File: src/rtl/axi_master_wr.sv
// AXI4 write master: one INCR burst of 64-bit beats per start, data pulled from a show-ahead FIFO.
// Optional macro AXI_WR_BRESP_CHK_EN enables the sticky write-response error flag wr_err.
module axi_master_wr #(
    parameter int unsigned AXI_ID_WIDTH = 4,
    parameter int unsigned AXI_ID       = 0
) (
    input  logic                    clk,
    input  logic                    rst_n,
    input  logic                    axi_wr_start,
    input  logic [29:0]             axi_wr_addr,
    input  logic [7:0]              axi_wr_len,
    input  logic [63:0]             axi_wr_data,
    output logic                    axi_wr_ready,
    output logic                    axi_writing,
    output logic                    axi_wr_done,
    output logic                    wr_err,
    output logic [AXI_ID_WIDTH-1:0] m_axi_awid,
    output logic [29:0]             m_axi_awaddr,
    output logic [7:0]              m_axi_awlen,
    output logic [2:0]              m_axi_awsize,
    output logic [1:0]              m_axi_awburst,
    output logic                    m_axi_awlock,
    output logic [3:0]              m_axi_awcache,
    output logic [2:0]              m_axi_awprot,
    output logic [3:0]              m_axi_awqos,
    output logic                    m_axi_awvalid,
    input  logic                    m_axi_awready,
    output logic [63:0]             m_axi_wdata,
    output logic [7:0]              m_axi_wstrb,
    output logic                    m_axi_wlast,
    output logic                    m_axi_wvalid,
    input  logic                    m_axi_wready,
    input  logic [AXI_ID_WIDTH-1:0] m_axi_bid,
    input  logic [1:0]              m_axi_bresp,
    input  logic                    m_axi_bvalid,
    output logic                    m_axi_bready
);

    localparam int unsigned ADDR_W = 30;
    localparam int unsigned LEN_W  = 8;

    typedef enum logic [1:0] {
        IDLE = 2'd0,
        WA   = 2'd1,
        WD   = 2'd2,
        WB   = 2'd3
    } state_e;

    state_e              state_q, state_d;
    logic [ADDR_W-1:0]   addr_q, addr_d;
    logic [LEN_W-1:0]    len_q, len_d;
    logic [LEN_W-1:0]    cnt_q, cnt_d;
    logic                ready_q, ready_d;
    logic                awvalid_q, awvalid_d;
    logic                wvalid_q, wvalid_d;
    logic                bready_q, bready_d;
    logic                done_q, done_d;
    logic                w_hs_c;
    logic                last_beat_c;
    logic                unused_bits;

    assign w_hs_c      = wvalid_q & m_axi_wready;
    assign last_beat_c = (cnt_q == len_q);

    // State and registered handshake outputs.
    always_ff @(posedge clk or negedge rst_n) begin
        if (!rst_n) begin
            state_q   <= IDLE;
            addr_q    <= '0;
            len_q     <= '0;
            cnt_q     <= '0;
            ready_q   <= 1'b1;
            awvalid_q <= 1'b0;
            wvalid_q  <= 1'b0;
            bready_q  <= 1'b0;
            done_q    <= 1'b0;
        end else begin
            state_q   <= state_d;
            addr_q    <= addr_d;
            len_q     <= len_d;
            cnt_q     <= cnt_d;
            ready_q   <= ready_d;
            awvalid_q <= awvalid_d;
            wvalid_q  <= wvalid_d;
            bready_q  <= bready_d;
            done_q    <= done_d;
        end
    end

    // Next state; valids/ready are decoded from the next state so they are flops.
    always_comb begin
        state_d = state_q;
        addr_d  = addr_q;
        len_d   = len_q;
        cnt_d   = cnt_q;
        done_d  = 1'b0;
        case (state_q)
            IDLE: begin
                if (axi_wr_start) begin
                    addr_d  = axi_wr_addr;
                    len_d   = axi_wr_len;
                    cnt_d   = '0;
                    state_d = WA;
                end
            end
            WA: begin
                if (awvalid_q && m_axi_awready) begin
                    state_d = WD;
                end
            end
            WD: begin
                if (w_hs_c) begin
                    cnt_d = cnt_q + LEN_W'(1);
                    if (last_beat_c) begin
                        state_d = WB;
                    end
                end
            end
            WB: begin
                if (bready_q && m_axi_bvalid) begin
                    state_d = IDLE;
                    done_d  = 1'b1;
                end
            end
            default: state_d = IDLE;
        endcase
        ready_d   = (state_d == IDLE);
        awvalid_d = (state_d == WA);
        wvalid_d  = (state_d == WD);
        bready_d  = (state_d == WB);
    end

`ifdef AXI_WR_BRESP_CHK_EN
    logic err_q;

    // Sticky until reset; any non-OKAY response on a B handshake sets it.
    always_ff @(posedge clk or negedge rst_n) begin
        if (!rst_n) begin
            err_q <= 1'b0;
        end else if (bready_q && m_axi_bvalid && (m_axi_bresp != 2'b00)) begin
            err_q <= 1'b1;
        end
    end

    assign wr_err = err_q;
`else
    assign wr_err = 1'b0;
`endif

    assign unused_bits = ^{m_axi_bid, m_axi_bresp};

    assign axi_wr_ready  = ready_q;
    assign axi_wr_done   = done_q;
    assign axi_writing   = w_hs_c;

    assign m_axi_awid    = AXI_ID_WIDTH'(AXI_ID);
    assign m_axi_awaddr  = addr_q;
    assign m_axi_awlen   = len_q;
    assign m_axi_awsize  = 3'b011;
    assign m_axi_awburst = 2'b01;
    assign m_axi_awlock  = 1'b0;
    assign m_axi_awcache = 4'b0010;
    assign m_axi_awprot  = 3'b000;
    assign m_axi_awqos   = 4'b0000;
    assign m_axi_awvalid = awvalid_q;

    // Show-ahead FIFO data goes straight out; the handshake itself is the FIFO pop.
    assign m_axi_wdata   = axi_wr_data;
    assign m_axi_wstrb   = 8'hFF;
    assign m_axi_wlast   = wvalid_q & last_beat_c;
    assign m_axi_wvalid  = wvalid_q;
    assign m_axi_bready  = bready_q;

endmodule

File: config.mk
export PLATFORM = sky130hd
export DESIGN_NAME = axi_master_wr
export DESIGN_NICKNAME = d
export VERILOG_FILES = /design/src/rtl/axi_master_wr.sv
export SDC_FILE = /design/constraint.sdc
export NUM_CORES = 1
export LEC_CHECK = 0
export ABC_AREA = 1
export ABC_CLOCK_PERIOD_IN_PS = 2850
export CORE_ASPECT_RATIO = 2
export CORE_MARGIN = 2
export CORE_UTILIZATION = 30
export DETAILED_ROUTE_END_ITERATION = 16
export PLACE_DENSITY = 0.8
export SETUP_SLACK_MARGIN = 0.1
export SYNTH_ARGS = -nofsm -noshare
export SYNTH_HDL_FRONTEND = slang
export SYNTH_SLANG_ARGS = --single-unit
File: constraint.sdc
create_clock -name clk -period 2.85 [get_ports clk]
set_input_delay 0.57 -clock clk [delete_from_list [all_inputs] [get_ports clk]]
set_output_delay 0.57 -clock clk [all_outputs]
set_load 0.02 [all_outputs]
# Word level (Yosys, flattened, before mapping)
# Index checks and enable logic that the tools add are counted.
# totals
word_cells	39
in_bits	114
regBits	53
out_inout_bits	139
# classes
reduce_logical	7
mux	11
addsub	1
n_eq_ne	9
bitwise	2
# ops
cell	count
$mux W8	2
$pmux W8 S2	1
$mux W2	5
$add A8 B1 Y8 const B	1
$eq A2 B2 Y1 const B	4
$eq A8 B8 Y1	1
$pmux W2 S4	1
$eq A2 B1 Y1 const B	2
$logic_not A2 Y1	2
$ne A2 B2 Y1 const B	2
$reduce_and A3 Y1	1
$and A1 B1 Y1	2
$logic_and A1 B1 Y1	2
$mux W1	2
$reduce_and A2 Y1	1
$reduce_bool A2 Y1	1

# Longest topological paths before layout
# logic_depth
word_depth	5
depth_mapped	11

# Worst setup path after synthesis
# OpenSTA, ideal clock, no wires.
# synth_timing
path_kind	reg2out
start	reg len_q[1] (netlist: m_axi_awlen[1])
end	out m_axi_wlast
path_slack_ns	1.203
path_stages_with_launch	7
required_ns	2.280
arrival_ns	1.077
path_buffers	0
cell_sequence	dfrtp_1 inv_1 nand2_1 nand2_1 nand2_1 nor2_1 and3_1
# synth_between
elab_chain_cells	2
# synth_rtl
item	line_no	rtl
from (decl)	51	logic [LEN_W-1:0] len_q, len_d;
from (signal assigned)	80	len_q <= len_d;
$eq A8 B8 Y1	63	assign last_beat_c = (cnt_q == len_q);
$and A1 B1 Y1	170	assign m_axi_wlast = wvalid_q & last_beat_c;
to (decl)	30	output logic m_axi_wlast,
# Every way passes these cells.

# Worst setup path after layout
# layout_timing
start	reg cnt_q[1]
end	out m_axi_wlast
# layout_between
elab_chain_cells	2
# layout_rtl
item	line_no	rtl
from (decl)	52	logic [LEN_W-1:0] cnt_q, cnt_d;
from (signal assigned)	81	cnt_q <= cnt_d;
$eq A8 B8 Y1	63	
$and A1 B1 Y1	170	
# Every way passes these cells.

==> summary.md <==
| Metric | Value |
|---|---|
| First-pass GRT wire length | 10.6 mm |
| Met1 track demand over resource | 12.3% |
| Overall track demand over capacity in global routing | 13.4% |
| Number of maximum-capacitance violations | 0 |
| Residual antenna-violating net count after detailed routing | 0 |
| Core ar. | 9640 um2 |
| Grt peak-use layer | met2 |
| Sum of overflow across all layers after global routing | 0 |
| Cell leakage power | 1.73 nW |
| Register bit total from synthesis | 53 |
| Clock-pin transition on the worst setup and hold timing paths | 70 ps |
| Number of failing setup endpoints in the final timing report | 0 |
| Slew HR | 49.9% |
| Worst-case clock skew | 10.7 ps |
| DR iter-0 viols | 51 |
| Area of the die | 10700 um2 |
| Half-perimeter wire length after placement | 5.60 mm |
| Most numerous cell in the Yosys netlist | sky130_fd_sc_hd__nand2_1 |
| Antenna violations before repair | 0 |
| Count of unresolved DRC violations after routing | 0 |
| Hold_buf cts | 0 |
| Initial Utilization | 30.7% |
| Worst Tran Pin Value | 750 ps |
| Total clock buffers created by CTS | 5 |
| Clock latency reported for the late side of the worst-skew pair | 300 ps |
| Number of fill cells | 961 |
| Top-level port count | 253 |
| Fraction of synthesis flops using an asynchronous set or reset pin | 100% |
| Endpoint required time on the critical path | 2280 ps |
| Top cell types by occurrence after synthesis | sky130_fd_sc_hd__nand2_1, sky130_fd_sc_hd__buf_4, sky130_fd_sc_hd__dfrtp_1 |
| Clock net sink count | 53 |
| Floorplan row count | 51 |
| Cell area power density | 1010 nW/um2 |
| Cell count after synthesis | 364 |
| Clock H-tree levels | 2 |
| Worst min-delay path class | input port to asynchronous set/reset pin |
| Maximum operating frequency | 389 MHz |
| Routed Wire Length | 7.28 mm |
| Detailed-route via count | 2179 |
| Met3 usage in global routing | 4.04% |
| Post-Route Setup TNS | 0 ps |
| Worst hold margin | 221 ps |
| Worst setup slack for register-to-register paths | 1060 ps |
| Pin count of the biggest net entering global routing | 46 |
| Number of synthesized flops with an enable pin | 0 |
| Worst flop-to-flop path endpoint | m_axi_awlen[5]$_DFFE_PN0P_ |
| Synth top area share | 44.0% |
| Arrival time of the worst setup path | 2000 ps |
| Critical path startpoint category | flip-flop |
| Final period demand of the worst path | 2570 ps |
| Die Span X | 74.2 um |
| Startpoint of the worst register-to-register path | state_q[1]$_DFF_PN0_ |
| Clock tree from TritonCTS | yes |
| Number of global-route vias before repair | 2123 |
| Die outline height | 144 um |
| Synth top area cells | sky130_fd_sc_hd__dfrtp_1, sky130_fd_sc_hd__buf_4, sky130_fd_sc_hd__nand2_1, sky130_fd_sc_hd__inv_1, sky130_fd_sc_hd__a21oi_1 |
| Mean instance size in the synthesized netlist | 8.12 um2 |
| Combined area of the multi-input logic cells | 910 um2 |
| Post-CTS sizing | 0 |
| Vias per inst | 4.19 |
| Setup CP Type | flip-flop to output port |
| # port buffers | 88 |
| Largest fanout on the critical path | 3 |
| Endpoint class of the critical path | output port |
| Proportion of layout cells with a drive suffix above 1 | 5.67% |
| RSZ-0062 raised after global routing | false |
| Number of diodes | 0 |
| FF-to-FF path depth | 5 |
| Sequential cell area in the final layout | 1330 um2 |
| Final core utilization | 36.5% |
| Final Hold Viols | 0 |
| Total number of nets in the final design | 502 |
| Met2 routing resource usage after global routing | 21.5% |
| Share of the yosys chip area belonging to registers | 44.9% |
| Unique cell type count in the Yosys netlist | 28 |
| First-pass DRT Iterations | 4 |
| Area leader, netlist | sky130_fd_sc_hd__dfrtp_1 |
| Area Growth Syn to Fin | 19.1% |
| Max VDD drop | 0.000489 V |
| Max-slew violation total from the final report | 0 |
| Outcome | complete, no violations |
| Most used DFF post-synth | sky130_fd_sc_hd__dfrtp_1 |
| Wirelength per Cell | 14.0 um |
| Buffer count from post-CTS setup fixing | 0 |
| Share of the clock period used by the worst path after layout | 90.1% |
| Clock root buffer master | sky130_fd_sc_hd__clkbuf_16 |
| Buffer depth of the longest clock path | 2 |
| Post-synthesis instance area | 2950 um2 |
| Total number of yosys warnings | 0 |
| Placer congestion estimate | 0.757 |
[routing by layer]
metal | vias up | share of wire, %
met1 | 982 | 31
met4 | 0 | 10
met5 | - | 0
met3 | 81 | 11
met2 | 96 | 48
li1 | 1020 | -
[how the worst max path moves through the flow]
stage | start | to | slack, ps | depth (start not counted)
finish | cnt_q[1]$_DFFE_PN0P_ | m_axi_wlast | 280 | 7
CTS | cnt_q[1]$_DFFE_PN0P_ | m_axi_wlast | 290 | 7
global route | cnt_q[1]$_DFFE_PN0P_ | m_axi_wlast | 130 | 7
global placement | m_axi_wready | axi_writing | 510 | 4
detailed placement | m_axi_wready | axi_writing | 500 | 4
floorplan | m_axi_awlen[1]$_DFFE_PN0P_ | m_axi_wlast | 1200 | 6
[cell usage in the layout, fill, tap and decap left out]
cell type	n
sky130_fd_sc_hd__inv_1	18
sky130_fd_sc_hd__clkinvlp_4	1
sky130_fd_sc_hd__clkinv_2	1
sky130_fd_sc_hd__a211oi_1	1
sky130_fd_sc_hd__nor3_2	1
sky130_fd_sc_hd__ha_1	1
sky130_fd_sc_hd__dfstp_2	1
sky130_fd_sc_hd__nor2_1	10
sky130_fd_sc_hd__inv_2	2
sky130_fd_sc_hd__nor2_2	2
sky130_fd_sc_hd__buf_2	1
sky130_fd_sc_hd__dfrtp_1	52
sky130_fd_sc_hd__a21oi_1	8
sky130_fd_sc_hd__and2_1	1
sky130_fd_sc_hd__o21ai_0	7
sky130_fd_sc_hd__nand2_2	3
sky130_fd_sc_hd__clkdlybuf4s50_1	87
sky130_fd_sc_hd__nand2_4	1
sky130_fd_sc_hd__nand2_1	137
sky130_fd_sc_hd__inv_6	1
sky130_fd_sc_hd__nand3_1	4
sky130_fd_sc_hd__conb_1	30
sky130_fd_sc_hd__o21ai_1	1
sky130_fd_sc_hd__nor2_4	1
sky130_fd_sc_hd__xnor2_1	3
sky130_fd_sc_hd__nor3_1	2
sky130_fd_sc_hd__clkinv_1	1
sky130_fd_sc_hd__buf_4	2
sky130_fd_sc_hd__clkbuf_16	5
sky130_fd_sc_hd__and3_1	1
sky130_fd_sc_hd__nand4_1	2
[worst max-delay path: stages (launching register included)]
cell,delay (ps)
sky130_fd_sc_hd__dfrtp_1,410
sky130_fd_sc_hd__inv_1,110
sky130_fd_sc_hd__nand2_1,60
sky130_fd_sc_hd__nand2_1,60
sky130_fd_sc_hd__nand2_1,50
sky130_fd_sc_hd__nor2_1,170
sky130_fd_sc_hd__and3_1,230
sky130_fd_sc_hd__clkdlybuf4s50_1,610
[sequential cells by signal, indices dropped and copies added (netlist names)]
register	cells
axi_wr_done	1
axi_wr_ready	1
cnt_q	8
m_axi_awaddr	30
m_axi_awlen	8
m_axi_awvalid	1
m_axi_bready	1
m_axi_wvalid	1
state_q	2
[final cells by class]
type,count,share of cell area [%]
Sequential cell,53,37.7
Tap cell,132,4.69
Timing Repair Buffer,90,25.3
Clock buffer,5,3.56
Inverter,21,2.24
Multi-Input combinational cell,216,25.9
Clock inverter,3,0.605
[per-stage QoR]
step | instance area [um2] | total power (W) | setup slack [ps] | instances
floorplan | 3060 | 0.00232 | 1200 | 392
global placement | 3370 | 0.00292 | 506 | 512
detailed placement | 3370 | 0.00297 | 496 | 512
CTS | 3520 | 0.00361 | 286 | 520
global route | 3520 | 0.00381 | 133 | 520
finish | 3520 | 0.00356 | 283 | 520
[power by group]
part           switching, W  internal [W]  leakage [nW]
clock              0.000294      0.000328        0.0702
combinational      0.000950      0.000735         0.988
sequential         0.000198       0.00106         0.671
[cell families after synthesis]
kind of cell / share of synthesized area (%)
AND/OR/NAND/NOR: 22.7
XOR/XNOR: 0.890
adder cells (fa/ha/maj): 0.423
AO/OA/AOI/OAI: 2.96
flip-flops: 44.9
other: 0.254
buffers and inverters: 27.8
No activity file was read; power rests on OpenSTA's default activity.
